===== src/rtl/fb_fill_engine.sv =====
// Rectangle-fill engine: clips a CPU-issued rectangle to the framebuffer and
// streams one pixel write per accepted cycle in row-major order.
module fb_fill_engine #(
    parameter int FB_WIDTH  = 320,
    parameter int FB_HEIGHT = 240,
    parameter int ADDR_W    = 17
) (
    input  logic              Clock,
    input  logic              Reset,
    input  logic              CmdValid,
    output logic              CmdReady,
    input  logic [8:0]        CmdX0,
    input  logic [7:0]        CmdY0,
    input  logic [8:0]        CmdW,
    input  logic [7:0]        CmdH,
    input  logic [7:0]        CmdColor,
    output logic              FBWriteEnable,
    output logic [ADDR_W-1:0] FBWriteAddress,
    output logic [7:0]        FBWriteData,
    input  logic              FBWriteReady,
    output logic              Busy,
    output logic              Done
);

    typedef enum logic [1:0] {IDLE, CLIP, FILL, DONE} state_t;

    localparam logic [9:0]        FB_W10 = 10'(FB_WIDTH);
    localparam logic [8:0]        FB_H9  = 9'(FB_HEIGHT);
    localparam logic [ADDR_W-1:0] FB_W_A = ADDR_W'(FB_WIDTH);

    state_t            state_q, state_d;
    logic [8:0]        x0_q, x0_d, w_q, w_d, x_q, x_d;
    logic [7:0]        y0_q, y0_d, h_q, h_d, y_q, y_d;
    logic [7:0]        color_q, color_d;
    logic [9:0]        xend_q, xend_d;
    logic [8:0]        yend_q, yend_d;
    logic [ADDR_W-1:0] row_base_q, row_base_d, addr_q, addr_d;

    logic [9:0]        x_sum, x_inc;
    logic [8:0]        y_sum, y_inc;
    logic [ADDR_W-1:0] row_first, row_next;
    logic              empty;

    assign x_sum     = {1'b0, x0_q} + {1'b0, w_q};
    assign y_sum     = {1'b0, y0_q} + {1'b0, h_q};
    assign x_inc     = {1'b0, x_q} + 10'd1;
    assign y_inc     = {1'b0, y_q} + 9'd1;
    assign row_first = ADDR_W'(y0_q) * FB_W_A;
    assign row_next  = row_base_q + FB_W_A;
    assign empty     = (w_q == 9'd0) || (h_q == 8'd0) ||
                       ({1'b0, x0_q} >= FB_W10) || ({1'b0, y0_q} >= FB_H9);

    // Outputs come only from registered state so Cmd* never reaches them combinationally.
    assign CmdReady       = (state_q == IDLE);
    assign FBWriteEnable  = (state_q == FILL);
    assign Busy           = (state_q != IDLE);
    assign Done           = (state_q == DONE);
    assign FBWriteAddress = addr_q;
    assign FBWriteData    = color_q;

    always_comb begin
        state_d    = state_q;
        x0_d       = x0_q;
        y0_d       = y0_q;
        w_d        = w_q;
        h_d        = h_q;
        color_d    = color_q;
        x_d        = x_q;
        y_d        = y_q;
        xend_d     = xend_q;
        yend_d     = yend_q;
        row_base_d = row_base_q;
        addr_d     = addr_q;
        case (state_q)
            IDLE: begin
                if (CmdValid) begin
                    x0_d    = CmdX0;
                    y0_d    = CmdY0;
                    w_d     = CmdW;
                    h_d     = CmdH;
                    color_d = CmdColor;
                    state_d = CLIP;
                end
            end
            CLIP: begin
                xend_d     = (x_sum > FB_W10) ? FB_W10 : x_sum;
                yend_d     = (y_sum > FB_H9) ? FB_H9 : y_sum;
                x_d        = x0_q;
                y_d        = y0_q;
                row_base_d = row_first;
                addr_d     = row_first + ADDR_W'(x0_q);
                state_d    = empty ? DONE : FILL;
            end
            FILL: begin
                // Everything holds while the framebuffer stalls.
                if (FBWriteReady) begin
                    if (x_inc < xend_q) begin
                        x_d    = x_q + 9'd1;
                        addr_d = addr_q + {{(ADDR_W-1){1'b0}}, 1'b1};
                    end else if (y_inc < yend_q) begin
                        x_d        = x0_q;
                        y_d        = y_q + 8'd1;
                        row_base_d = row_next;
                        addr_d     = row_next + ADDR_W'(x0_q);
                    end else begin
                        state_d = DONE;
                    end
                end
            end
            DONE: state_d = IDLE;
            default: state_d = IDLE;
        endcase
    end

    always_ff @(posedge Clock) begin
        if (Reset) begin
            state_q    <= IDLE;
            x0_q       <= '0;
            y0_q       <= '0;
            w_q        <= '0;
            h_q        <= '0;
            color_q    <= '0;
            x_q        <= '0;
            y_q        <= '0;
            xend_q     <= '0;
            yend_q     <= '0;
            row_base_q <= '0;
            addr_q     <= '0;
        end else begin
            state_q    <= state_d;
            x0_q       <= x0_d;
            y0_q       <= y0_d;
            w_q        <= w_d;
            h_q        <= h_d;
            color_q    <= color_d;
            x_q        <= x_d;
            y_q        <= y_d;
            xend_q     <= xend_d;
            yend_q     <= yend_d;
            row_base_q <= row_base_d;
            addr_q     <= addr_d;
        end
    end

endmodule

===== config.mk =====
export PLATFORM = sky130hd
export DESIGN_NAME = fb_fill_engine
export DESIGN_NICKNAME = d
export VERILOG_FILES = /design/src/rtl/fb_fill_engine.sv
export SDC_FILE = /design/constraint.sdc
export NUM_CORES = 1
export LEC_CHECK = 0
export ABC_AREA = 1
export CORE_MARGIN = 1.5
export CORE_UTILIZATION = 25
export DETAILED_ROUTE_END_ITERATION = 10
export GPL_ROUTABILITY_DRIVEN = 0
export PLACE_DENSITY_LB_ADDON = 0.3
export SETUP_SLACK_MARGIN = 0.2
export SLEW_MARGIN = 40
export SYNTH_ARGS = -nofsm -noshare
export SYNTH_HDL_FRONTEND = slang
export SYNTH_SLANG_ARGS = --single-unit

===== constraint.sdc =====
create_clock -name Clock -period 2.8 [get_ports Clock]
set_input_delay 0.28 -clock Clock [delete_from_list [all_inputs] [get_ports Clock]]
set_output_delay 0.28 -clock Clock [all_outputs]
set_load 0.01 [all_outputs]

==> metrics.csv <==
stage,metric,value,unit
logic_synthesis,ys_seq_area_frac,0.293,
drt,finalWirelength,21500,um
logic_synthesis,synthAdderAreaFrac,0.114,
clock_tree,cts_buffers,9,
logic_synthesis,synth_simple_gate_area_frac,0.272,
clock_tree,cts_tree,built,
final_layout,fillers,3111,
floorplanning,dieArea,30600,um2
logic_synthesis,ys.flop_type,dfxtp_1,
sta,slew_headroom,0.536,
status,outcome,"complete, no violations",
final_layout,final_util,0.329,
drt,vias_per_cell,4.56,
sta,max_freq,375,MHz
logic_synthesis,ys_warn_count,0,
placement,pre_cts_ws,-0.0402,ns
drt,ant_nets,0,
clock_tree,cts_hold_buf,0,
worst_setup_path,crit_type,flop to flop,
sta,setup_violations,0,
grt,grt.overflow.total,0,
clock_tree,cts.sink_count,108,
sta,finalMaxSlewViolations,0,
logic_synthesis,synth-compound-area-share,0.181,
logic_synthesis,synth-async-reset-ratio,0,
drt,drt_iter0_drc,477,
sta,rsz0062_at_grt,true,
clock_tree,worstSkewPairLatency,0.36,ns
floorplanning,pin_count,75,
power_and_ir_drop,p_per_area,1020,nW/um2
grt,grt_pass1_vias,6761,
logic_synthesis,synth_commonest_cells,"198 x nand2_1, 138 x nor2_1, 121 x inv_1, 109 x o21ai_0, 108 x dfxtp_1",
worst_setup_path,end_kind,flop,
worst_setup_path,required,3.10,ns
logic_synthesis,synth-seq-cells,108,
clock_tree,clockBufferDepth,2,
flow_run,drv_cap,0,
logic_synthesis,muxShareOfSynthArea,0,
min_path,hp-start,yend_q[1]$_SDFFE_PP0P_,
worst_setup_path,rr_worst_depth,17,
floorplanning,die_w,175,um
worst_setup_path,arrival,2.96,ns
clock_tree,cts_root_buffer,clkbuf_16,
final_layout,syn_to_final_growth,28.6,%
logic_synthesis,synth.distinct_cells,51,
sta,finalCritPeriodShare,0.952,
logic_synthesis,synth_top_family_by_area,simple AND/OR/NAND/NOR gates,
floorplanning,row_count,62,
drt,wl_per_cell,13.6,um
clock_tree,path_clk_slew,0.08,ns
power_and_ir_drop,p_leak,4.15,nW
worst_setup_path,r2r-start,x_q[1]$_SDFFE_PP0P_,
floorplanning,initial_core_util,0.255,
drt,num_vias,7184,
final_layout,antennaDiodeCount,0,
final_layout,nets,1297,
clock_tree,cts-htree-levels,3,
logic_synthesis,syn_nets,1195,
sta,finalWorstSetupSlack,0.134,ns
floorplanning,die_h,175,um
grt,track_usage,0.140,
placement,port_buffers,74,
placement,dp_hpwl,16400,um
min_path,min_path_type,flop to flop,
logic_synthesis,yosysMostFrequentCell,nand2_1,
min_path,whs_endpoint,yend_q[1]$_SDFFE_PP0P_,
grt,grt_pass1_wl,34400,um
grt,grt_antenna_before_repair,1,
sta,tightest_slew,0.690,ns
sta,clock_skew,0.0113,ns
floorplanning,core-area,28900,um2
logic_synthesis,synth_top_area_frac,0.293,
worst_setup_path,critPathMaxFanout,7,
logic_synthesis,synth-edff-count,0,
power_and_ir_drop,vdd_ir_drop_max,379,uV
logic_synthesis,synth_area,7390,um2
final_layout,drive_gt1_frac,0.134,
logic_synthesis,synthXorXnorAreaFrac,0.0508,
sta,hold_viol_final,0,
logic_synthesis,netlist_instances,1084,
worst_setup_path,worst_setup_path_start_kind,flop,
grt,grt_start_max_net_pins,53,
worst_setup_path,worst-r2r-setup-slack,0.13,ns
min_path,min_path_cells,2,
logic_synthesis,synth.largest_area_cell,dfxtp_1,
drt,drc_errors,0,
logic_synthesis,synthTopCellsByArea,"dfxtp_1 29%, ha_1 10%, nand2_1 10%, o21ai_0 7.4%, nor2_1 7.0%",
worst_setup_path,r2r_end,y_q[1]$_SDFFE_PP0P_,
logic_synthesis,avgSynthCellArea,6.82,um2
drt,drt_first_pass_iters,5,
sta,fin_crit,2.67,ns
## registers in the layout (all words and copies together) (netlist names)
signal	flops
FBWriteAddress	17
FBWriteData	8
state_q	2
h_q	8
xend_q	10
yend_q	9
y0_q	8
y_q	8
row_base_q	11
x_q	9
w_q	9
x0_q	9
## stage by stage
step | instances | setup TNS [ns] | total power, mW | hold WS [ns] | cell area (um2)
after global placement | 1542 | 0 | 7.49 | 0.440 | 8770
after detailed placement | 1542 | -0.109 | 7.55 | 0.443 | 8770
after floorplan | 1084 | 0 | 6.01 | 0.422 | 7450
after CTS | 1564 | 0 | 9.17 | 0.460 | 9210
after global routing | 1575 | -0.750 | 10.5 | 0.483 | 9510
final | 1575 | 0 | 9.69 | 0.457 | 9510
## worst max-delay path by stage
stage | slack, ns | start | to
after floorplan | 0.21 | x_q[0]$_SDFFE_PP0P_ | FBWriteAddress[15]$_SDFFE_PP0P_
after global placement | 0.04 | x_q[2]$_SDFFE_PP0P_ | FBWriteAddress[14]$_SDFFE_PP0P_
after detailed placement | -0.04 | x_q[0]$_SDFFE_PP0P_ | FBWriteAddress[1]$_SDFFE_PP0P_
after CTS | 0.12 | x_q[0]$_SDFFE_PP0P_ | FBWriteAddress[11]$_SDFFE_PP0P_
after global routing | -0.06 | x_q[1]$_SDFFE_PP0P_ | FBWriteAddress[11]$_SDFFE_PP0P_
final | 0.13 | x_q[1]$_SDFFE_PP0P_ | y_q[1]$_SDFFE_PP0P_
## critical path, stage by stage, from the launching register on
cell and delay (ns):
dfxtp_4 0.37, ha_4 0.13, and3_4 0.18, nand3_2 0.07
nand3b_1 0.18, xor2_1 0.18, inv_1 0.06, ha_1 0.28
nand2_2 0.08, nor2_4 0.13, nand3_4 0.10, nand4_4 0.13
nand2_4 0.07, a21oi_4 0.18, buf_8 0.15, buf_6 0.13
o21ai_0 0.07, a21oi_1 0.11
## report_power, final
part / leakage, nW / internal [mW] / switching (mW)
Combinational: 3.11 / 2.43 / 3.37
Clock: 0.153 / 0.720 / 0.664
Sequential: 0.891 / 2.02 / 0.480
Total: 4.15 / 5.17 / 4.51
## kinds of logic after synthesis
logic type | count (synthesis)
and+or+nand+nor | 457
adders and majority gates | 65
xor gates and xnor gates | 42
DFF | 108
buffers and inverters | 162
AOI/OAI and AO/OA | 249
other | 1
## metal layers
| metal | share of wire | track usage | vias to the layer above |
|---|---|---|---|
| li1 | - | - | 3770 |
| met1 | 0.50 | 0.190 | 3231 |
| met2 | 0.44 | 0.226 | 159 |
| met3 | 0.053 | 0.0311 | 22 |
| met4 | 0.0087 | 0.0278 | 2 |
| met5 | 0.00061 | 0 | - |
## timing repair
item / in CTS / in global routing
endpoints found under the setup margin: 46 / 47
pin swaps: 8 / 22
endpoints found under the hold margin: 0 / 0
buffers inserted: 5 / 8
cloned: 1 / 3
resized for setup: 23 / 54
## final cells by class
class                           instances  area (um2)  share of cell area
Clock buffer                            9         225              0.0237
Sequential cell                       108        2170               0.228
Multi-Input combinational cell        814        4790               0.503
Timing Repair Buffer                  126        1250               0.132
Inverter                              127         500              0.0526
Clock inverter                          7        91.3             0.00961
Tap cell                              384         480              0.0505
## cells in the final DEF, fill, tap and decap left out, types with 3 or more instances in the layout
cell / instances
nand2_1: 194
nor2_1: 132
inv_1: 118
dfxtp_1: 104
o21ai_0: 97
a21oi_1: 79
clkdlybuf4s50_1: 74
ha_1: 59
nand3_1: 55
buf_4: 33
xor2_1: 25
o21ai_1: 23
a21oi_2: 17
nand4_1: 16
xnor2_1: 15
nor2_2: 11
o21ai_2: 11
clkbuf_16: 11
buf_6: 10
nand2_2: 9
nand3_2: 6
nand3b_1: 6
o211ai_1: 5
inv_2: 4
inv_4: 4
or2_2: 4
o21bai_1: 4
nor3_1: 4
nor4_1: 4
fa_1: 4
nor2_4: 3
nand2_4: 3
buf_12: 3
No activity file was read; power rests on OpenSTA's default activity.
